===== src/rtl/sfx_scheduler.sv =====
// -----------------------------------------------------------------------------
// sfx_scheduler
//
// Sound-effect scheduler between game logic and the codec playback datapath.
// Three one-shot sources (0 coin, 1 win, 2 gameover) raise play requests that
// are held in a one-deep pending flag per source. On each audio frame tick the
// scheduler starts, preempts, retriggers or advances the active clip and drives
// the sample ROM address, read enable and one-hot clip select.
//
// Handshake / strobe semantics: i_req bits and i_stop are single-cycle pulses
// sampled on every rising clk edge; there is no back-pressure. A request is
// latched into pending on the edge that ends its cycle and is only seen by
// arbitration from the following cycle onward. All playback decisions happen
// only in cycles where i_sample_tick is high; i_stop acts on any cycle and
// wins over a same-cycle tick and request.
//
// Ports:
//   clk            system clock
//   reset          synchronous, active-high reset
//   i_cfg_done     codec configured; gates new starts from IDLE only
//   i_sample_tick  one-cycle strobe per LR frame
//   i_req[2:0]     play-request pulses (bit0 coin, bit1 win, bit2 gameover)
//   i_stop         abort current clip and flush pending requests
//   o_rom_addr     sample address of the active clip (0 when idle)
//   o_rom_sel      one-hot active clip select (0 when idle)
//   o_rom_rden     ROM read enable, high while playing
//   o_playing      a clip is active
//   o_done[2:0]    one-cycle pulse when a clip completes naturally
//   o_dbg_state    FSM state (0 IDLE, 1 PLAY)
//   o_dbg_pending  pending request flags
// -----------------------------------------------------------------------------
module sfx_scheduler #(
    parameter int ADDR_W = 18,
    parameter int LEN0   = 10095,
    parameter int LEN1   = 50796,
    parameter int LEN2   = 17197
) (
    input  logic              clk,
    input  logic              reset,
    input  logic              i_cfg_done,
    input  logic              i_sample_tick,
    input  logic [2:0]        i_req,
    input  logic              i_stop,
    output logic [ADDR_W-1:0] o_rom_addr,
    output logic [2:0]        o_rom_sel,
    output logic              o_rom_rden,
    output logic              o_playing,
    output logic [2:0]        o_done,
    output logic              o_dbg_state,
    output logic [2:0]        o_dbg_pending
);

    typedef enum logic {
        S_IDLE = 1'b0,
        S_PLAY = 1'b1
    } state_t;

    // Last valid address of each clip; lengths up to 2^ADDR_W fit after -1.
    localparam logic [ADDR_W-1:0] LAST0 = ADDR_W'(LEN0 - 1);
    localparam logic [ADDR_W-1:0] LAST1 = ADDR_W'(LEN1 - 1);
    localparam logic [ADDR_W-1:0] LAST2 = ADDR_W'(LEN2 - 1);

    state_t            r_state;
    logic [2:0]        r_pending;
    logic [1:0]        r_cur;
    logic [2:0]        r_sel;
    logic [ADDR_W-1:0] r_addr;
    logic [2:0]        r_done;

    state_t            w_state_nx;
    logic [2:0]        w_pending_nx;
    logic [1:0]        w_cur_nx;
    logic [2:0]        w_sel_nx;
    logic [ADDR_W-1:0] w_addr_nx;
    logic [2:0]        w_done_nx;

    logic [ADDR_W-1:0] w_last_addr;
    logic [2:0]        w_ge_mask;
    logic [2:0]        w_cand;
    logic [1:0]        w_hi_pend;
    logic [1:0]        w_hi_cand;
    logic              w_start;
    logic [1:0]        w_start_idx;
    logic [2:0]        w_pend_clr;

    // Arbitration helpers. w_cand holds the pending sources allowed to take
    // over a running clip: anything of higher priority, or the running source
    // itself (retrigger).
    always_comb begin
        w_last_addr = LAST0;
        w_ge_mask   = 3'b111;
        case (r_cur)
            2'd0:    begin w_last_addr = LAST0; w_ge_mask = 3'b111; end
            2'd1:    begin w_last_addr = LAST1; w_ge_mask = 3'b110; end
            default: begin w_last_addr = LAST2; w_ge_mask = 3'b100; end
        endcase
        w_cand = r_pending & w_ge_mask;
        w_hi_pend = r_pending[2] ? 2'd2 : (r_pending[1] ? 2'd1 : 2'd0);
        w_hi_cand = w_cand[2]    ? 2'd2 : (w_cand[1]    ? 2'd1 : 2'd0);
    end

    always_comb begin
        w_state_nx   = r_state;
        w_cur_nx     = r_cur;
        w_sel_nx     = r_sel;
        w_addr_nx    = r_addr;
        w_done_nx    = 3'b000;
        w_start      = 1'b0;
        w_start_idx  = 2'd0;
        w_pend_clr   = 3'b000;
        w_pending_nx = r_pending;

        case (r_state)
            S_IDLE: begin
                if (i_sample_tick && i_cfg_done && (r_pending != 3'b000)) begin
                    w_start     = 1'b1;
                    w_start_idx = w_hi_pend;
                end
            end
            default: begin
                if (i_sample_tick) begin
                    if (w_cand != 3'b000) begin
                        // Preempted clip is dropped without a done pulse.
                        w_start     = 1'b1;
                        w_start_idx = w_hi_cand;
                    end else if (r_addr == w_last_addr) begin
                        w_done_nx = 3'b001 << r_cur;
                        if (r_pending != 3'b000) begin
                            // Chain straight into the next clip, no silent frame.
                            w_start     = 1'b1;
                            w_start_idx = w_hi_pend;
                        end else begin
                            w_state_nx = S_IDLE;
                            w_sel_nx   = 3'b000;
                            w_addr_nx  = '0;
                        end
                    end else begin
                        w_addr_nx = r_addr + 1'b1;
                    end
                end
            end
        endcase

        if (w_start) begin
            w_state_nx = S_PLAY;
            w_cur_nx   = w_start_idx;
            w_sel_nx   = 3'b001 << w_start_idx;
            w_addr_nx  = '0;
            w_pend_clr = 3'b001 << w_start_idx;
        end

        w_pending_nx = (r_pending & ~w_pend_clr) | i_req;

        // Stop wins over everything in the same cycle, including new requests.
        if (i_stop) begin
            w_state_nx   = S_IDLE;
            w_sel_nx     = 3'b000;
            w_addr_nx    = '0;
            w_done_nx    = 3'b000;
            w_pending_nx = 3'b000;
        end
    end

    always_ff @(posedge clk) begin
        if (reset) begin
            r_state   <= S_IDLE;
            r_pending <= 3'b000;
            r_cur     <= 2'd0;
            r_sel     <= 3'b000;
            r_addr    <= '0;
            r_done    <= 3'b000;
        end else begin
            r_state   <= w_state_nx;
            r_pending <= w_pending_nx;
            r_cur     <= w_cur_nx;
            r_sel     <= w_sel_nx;
            r_addr    <= w_addr_nx;
            r_done    <= w_done_nx;
        end
    end

    assign o_rom_addr    = r_addr;
    assign o_rom_sel     = r_sel;
    assign o_rom_rden    = (r_state == S_PLAY);
    assign o_playing     = (r_state == S_PLAY);
    assign o_done        = r_done;
    assign o_dbg_state   = r_state;
    assign o_dbg_pending = r_pending;

endmodule


===== config.mk =====
export PLATFORM = sky130hd
export DESIGN_NAME = sfx_scheduler
export DESIGN_NICKNAME = d
export VERILOG_FILES = /design/src/rtl/sfx_scheduler.sv
export SDC_FILE = /design/constraint.sdc
export NUM_CORES = 1
export LEC_CHECK = 0
export CAP_MARGIN = 20
export CORE_ASPECT_RATIO = 0.8
export CORE_MARGIN = 2
export CORE_UTILIZATION = 30
export DETAILED_ROUTE_END_ITERATION = 16
export REMOVE_ABC_BUFFERS = 1
export SLEW_MARGIN = 20
export SYNTH_ARGS = -nofsm -noshare
export SYNTH_HDL_FRONTEND = slang
export SYNTH_SLANG_ARGS = --single-unit

===== constraint.sdc =====
create_clock -name clk -period 6.69 [get_ports clk]
set_input_delay 1.0035 -clock clk [delete_from_list [all_inputs] [get_ports clk]]
set_output_delay 1.0035 -clock clk [all_outputs]
set_load 0.02 [all_outputs]

# Yosys cells after proc, flatten, opt, wreduce, memory -nomap -nowiden
# Index checks and enable logic that the tools add are counted.
# Widths: inputs -> output; s select.
# word_totals
wordCells	67
inputBits	8
register_bits	30
out_inout_bits	30
# classes
bitwise	8
reduce_logical	13
muxes	32
n_shift	2
n_addsub	1
n_eq_ne	5
# op_table
op	n
$mux 18	2
$pmux 16 s2	1
$mux 3	7
$add 18x1->18 const B	1
$eq 18x18->1	1
$mux 2	8
$mux 1	13
$and 3x3->3	2
$ne 2x2->1 const B	3
$reduce_bool 2->1	3
$reduce_bool 3->1	2
$reduce_or 6->1	1
$shl 1x2->3 const A	2
$reduce_and 5->1	1
$not 1->1	4
$pmux 2 s2	1
$reduce_and 4->1	1
$not 3->3	1
$or 3x3->3	1
$reduce_or 3->1	1
$eq 2x1->1 const B	1
$logic_and 1x1->1	2
$logic_not 2->1	1
$reduce_or 2->1	1

# Depth between registers and ports, before layout
# depth
ltp_word	13
depth_mapped	9
ltp_nobuf	7

# Least setup slack after synthesis
# Ideal clock, no wire load.
# synth_path
path_type	register to register
start	register r_addr[2], in the netlist o_rom_addr[2]
end	register r_done[0], in the netlist o_done[0]
stages_incl_launch_ff	9
period_less_slack_ps	2521
setup_time_ps	78
path_slack_ps	4169
required_ps	6612
n_path_buf	2
arrival_ps	2443
path_cell_list	dfxtp_1 > buf_4 > or4b_1 > nor3_2 > a31oi_1 > or4_1 > buf_2 > or4_4 > nor3_1
# synth_between
elab_chain_cells	3
# synth_rtl
element	line_no	source
start: declaration	67	logic [ADDR_W-1:0] r_addr;
start signal: assignment	177	r_addr <= w_addr_nx;
$eq 18x18->1	126	end else if (r_addr == w_last_addr) begin
$not 1->1 (no source line)	-	
$reduce_or 6->1 (no source line)	-	
end signal: assignment	178	r_done <= w_done_nx;
end: declaration	68	logic [2:0] r_done;
# Every way passes these cells.
# A chain may end at the register's enable or synchronous reset.

# Worst setup path in the final report
# layout_path
start	register r_addr[2], in the netlist o_rom_addr[2]
end	register r_sel[1], in the netlist o_rom_sel[1]
# layout_between
elab_chain_cells	7
elab_cells_between_ends	17
cone_classes	eq/ne: 3; shift: 1; mux: 9; reduce/logical: 4
# layout_rtl
element	line_no	source
$eq 18x18->1 *	126	
$mux 1 / $mux 2 (equally long branches)	126	
$mux 1 / $mux 2 (equally long branches)	122	if (w_cand != 3'b000) begin
$mux 1 / $mux 2 (equally long branches)	121	if (i_sample_tick) begin
$mux 1 / $mux 2 (equally long branches)	113	case (r_state)
$ne 2x2->1 (no source line), or another cell as far along	-	
$reduce_and 5->1 (no source line) / $mux 3 (equally long branches)	-	
end signal: assignment	176	r_sel <= w_sel_nx;
end: declaration	66	logic [2:0] r_sel;
# Mark *: on every way between the ends. The rest lies on a longest branch, timed or not.

==> impl_summary.txt <==
----------------------------------------------------
[Critical path]
  Count of buffering cells on the critical path with inverters included ... 1
  Critical path data arrival time ... 2980 ps
  Delay contributed by the slowest stage of the critical path ... 650 ps
  Critical path capture point type ... flop
  Kind of launch point of the worst setup path ... flop
  Cells traversed along the worst timing path ... or4b_1 -> nor3_2 -> a31oi_1 -> or4_1 -> o221ai_4 -> inv_2 -> a32o_1
  CP Data Required Time ... 6860 ps
  Category of the most critical setup path ... flop to flop
  CP Launch Point ... o_rom_addr[2]
  Worst r2r src ... o_rom_addr[2]
  Kind of cell adding the most delay to the critical path ... simple AND/OR/NAND/NOR gates
  Maximum fanout count along the critical path ... 19
  CP max-delay cell ... sky130_fd_sc_hd__or4_1

[Die]
  Die width ... 84.89 µm
  Initial standard-cell utilization of the core ... 31.18%
  Core region area ... 5036 µm²
  Die H ... 68.71 µm
  DIE AREA ... 5832 µm²
  Number of cell rows ... 23
  I/O Pins ... 38

[Synthesis]
  Area share of the leading cell type in the synthesized netlist ... 38.25%
  Top cell types by occurrence after synthesis ... sky130_fd_sc_hd__nor2_1, sky130_fd_sc_hd__dfxtp_1, sky130_fd_sc_hd__a21oi_1
  Distinct cell type count after synthesis ... 43
  Post-Syn Area per Cell ... 8.178 µm²
  Cell count after synthesis ... 192
  Number of enable-type register cells in the synthesized netlist ... 0
  Post-synthesis sequential area ratio ... 38.25%
  Cell accounting for the most synthesized area ... sky130_fd_sc_hd__dfxtp_1
  Share of async-settable or async-resettable flops after synthesis ... 0%
  Flip-flop cell with the highest count after synthesis ... sky130_fd_sc_hd__dfxtp_1
  Most frequent cell after synthesis ... sky130_fd_sc_hd__nor2_1
  Warnings from Yosys ... 0
  Largest cells by area after synthesis ... sky130_fd_sc_hd__dfxtp_1, sky130_fd_sc_hd__xnor2_1, sky130_fd_sc_hd__nor2_1
  Count of state elements after synthesis ... 30
  Cell Area, Synth ... 1570 µm²

[CTS]
  Clock insertion delay at the later pin of the skew report ... 280 ps
  TritonCTS Sinks ... 30
  Clock root buffer ... sky130_fd_sc_hd__clkbuf_8
  PostCTS Resize Cnt ... 0
  Clock tree from TritonCTS ... built
  Max Root-Sink Buffers ... 2
  H-tree levels ... 2
  Number of hold buffers added after cts ... 0
  TritonCTS Buffers ... 5
  Post-CTS setup buffers ... 0
  Clock slew seen by the registers of the worst setup and hold paths ... 60 ps

[STA]
  Count of endpoints failing hold in the final timing report ... 0
  Final critical-path share of the clock period ... 41.93%
  Time the final worst path needs with I/O delays and setup ... 2805 ps
  Worst Skew ... 3.535 ps
  Highest attainable clock frequency ... 356.5 MHz
  Post-route setup TNS ... 0 ps
  Setup repair after global routing missed its margin ... false
  Total of endpoints with negative setup slack in the final report ... 0
  Normalized max-slew margin ... 58.25%
  Worst-Margin Slew ... 623.9 ps
  Max Slew Vio Count ... 0

[Place]
  Number of buffer cells added on primary ports ... 37
  Final estimated routing congestion in global placement ... 0.7741
  HPWL after DPL ... 2.838 mm

[Global route]
  Grt total ovfl ... 0
  GRT Total Usage ... 14.16%
  Maximum number of pins on one net before global-route repair ... 20
  Via count of the first global-routing pass ... 1256
  First-pass GRT wire length ... 6.327 mm
  Number of antenna violations at the first check in global routing ... 0

[Detailed routing]
  Detailed Route Iter0 Violations ... 109
  Post-detailed-route count of antenna-violating nets ... 0
  DRC violations left ... 0
  Final wirelength ... 3.817 mm
  Length of the first detailed-routing pass in iterations ... 5
  Total vias in the final route ... 1466
  Mean routed wirelength per cell ... 13.12 µm
  Drt via density ... 5.038

[Layout]
  Fin util ... 41.47%
  Area taken by flip-flops and latches ... 600.6 µm²
  Fraction of layout instances using a drive strength above 1 ... 6.114%
  Combined area of the multi-input logic cells ... 892.1 µm²
  Area growth, synth to finish ... 32.99%
  Total of fill cells in the finished design ... 482
  Nets ... 237
  Diodes inserted ... 0

[Min path]
  HP Start ... o_rom_sel[2]
  HP Class ... flop to flop

[Pwr]
  Leak Pwr ... 0.6327 nW
  PD cells ... 182.5 nW/µm²
  Largest voltage drop on the vdd net ... 0.00007223 V

[Job]
  Max Cap Viol ... 0

[Status]
  Status ... completed

----------------------------------------------------
[path summary, 6_finish.rpt]
path                       end  slack, ps  depth (start not counted)
hold / removal    o_rom_sel[2]        470                          1
setup / recovery  o_rom_sel[1]       3880                          7
hold reg to reg   o_rom_sel[2]        470                          1
setup reg to reg  o_rom_sel[1]       3880                          7
[final cells by class]
type | count | share of cell area, %
clock buffer | 8 | 5.273
multi-input combinational | 145 | 42.72
inverter | 8 | 1.438
tap | 62 | 3.715
timing repair buffer | 38 | 18.09
sequential | 30 | 28.76
[placed cells by master (no fill, tap or decap), types with 3 or more instances in the layout]
| cell | synthesis | final |
|---|---|---|
| sky130_fd_sc_hd__a32o_1 | 3 | 3 |
| sky130_fd_sc_hd__clkbuf_8 | 0 | 8 |
| sky130_fd_sc_hd__a21o_1 | 3 | 3 |
| sky130_fd_sc_hd__nand3_1 | 7 | 7 |
| sky130_fd_sc_hd__dfxtp_1 | 30 | 30 |
| sky130_fd_sc_hd__a2111oi_0 | 3 | 3 |
| sky130_fd_sc_hd__a21oi_1 | 16 | 16 |
| sky130_fd_sc_hd__nand3b_1 | 3 | 3 |
| sky130_fd_sc_hd__xnor2_1 | 15 | 15 |
| sky130_fd_sc_hd__inv_1 | 7 | 7 |
| sky130_fd_sc_hd__nand4_1 | 4 | 4 |
| sky130_fd_sc_hd__nor2_1 | 32 | 32 |
| sky130_fd_sc_hd__nor3_1 | 5 | 5 |
| sky130_fd_sc_hd__nand2_1 | 14 | 14 |
| sky130_fd_sc_hd__o21ai_0 | 4 | 4 |
| sky130_fd_sc_hd__clkdlybuf4s50_1 | 0 | 37 |
| sky130_fd_sc_hd__nand2b_1 | 5 | 5 |
| sky130_fd_sc_hd__a211oi_1 | 5 | 5 |
[metrics by stage]
stage / setup slack (ps) / power [mW] / hold slack [ps] / cell area [µm²] / instances
6_report: 3885 / 0.3811 / 472.0 / 2088 / 291
5_1_grt: 3666 / 0.3983 / 509.3 / 2088 / 291
4_1_cts: 3852 / 0.3857 / 477.9 / 2088 / 291
3_5_place_dp: 3728 / 0.2165 / 463.7 / 1978 / 283
3_3_place_gp: 3717 / 0.2165 / 465.6 / 1978 / 283
2_1_floorplan: 3927 / 0.2021 / 473.3 / 1523 / 183
[logic make-up after synthesis]
group                      Yosys count  share of synthesized area [%]
buffers and inverters               17                          4.940
xor gates and xnor gates            15                          8.367
DFF                                 30                          38.25
adders and majority gates            1                         0.7967
and+or+nand+nor                     86                          28.21
muxes                                1                         0.6375
AOI/OAI and AO/OA                   42                          18.81
[layer usage]
| layer | global-route usage (%) | part of all wire, % |
|---|---|---|
| met5 | 0 | 0 |
| met4 | 4.762 | 0.55 |
| met3 | 4.762 | 6.3 |
| met2 | 19.09 | 41 |
| met1 | 20.79 | 53 |
[worst reg2reg max path, cell delays in order (launching register included)]
cell                       delay, ps
sky130_fd_sc_hd__dfxtp_1         480
sky130_fd_sc_hd__or4b_1          480
sky130_fd_sc_hd__nor3_2          110
sky130_fd_sc_hd__a31oi_1          90
sky130_fd_sc_hd__or4_1           650
sky130_fd_sc_hd__o221ai_4        560
sky130_fd_sc_hd__inv_2           100
sky130_fd_sc_hd__a32o_1          220
[sequential cells by signal, indices dropped and copies added, names as in the netlist]
name / flops
o_dbg_pending: 3
o_rom_sel: 3
o_rom_addr: 18
o_dbg_state: 1
r_cur: 2
o_done: 3
[power by group]
part | leakage, nW | total (mW) | switching (mW) | internal (mW)
Clock | 0.0575 | 0.169 | 0.0650 | 0.104
Sequential | 0.242 | 0.182 | 0.00226 | 0.180
Combinational | 0.333 | 0.0301 | 0.0182 | 0.0119
Total | 0.633 | 0.381 | 0.0855 | 0.296
Note: power is estimated with default switching activity, not from simulation.
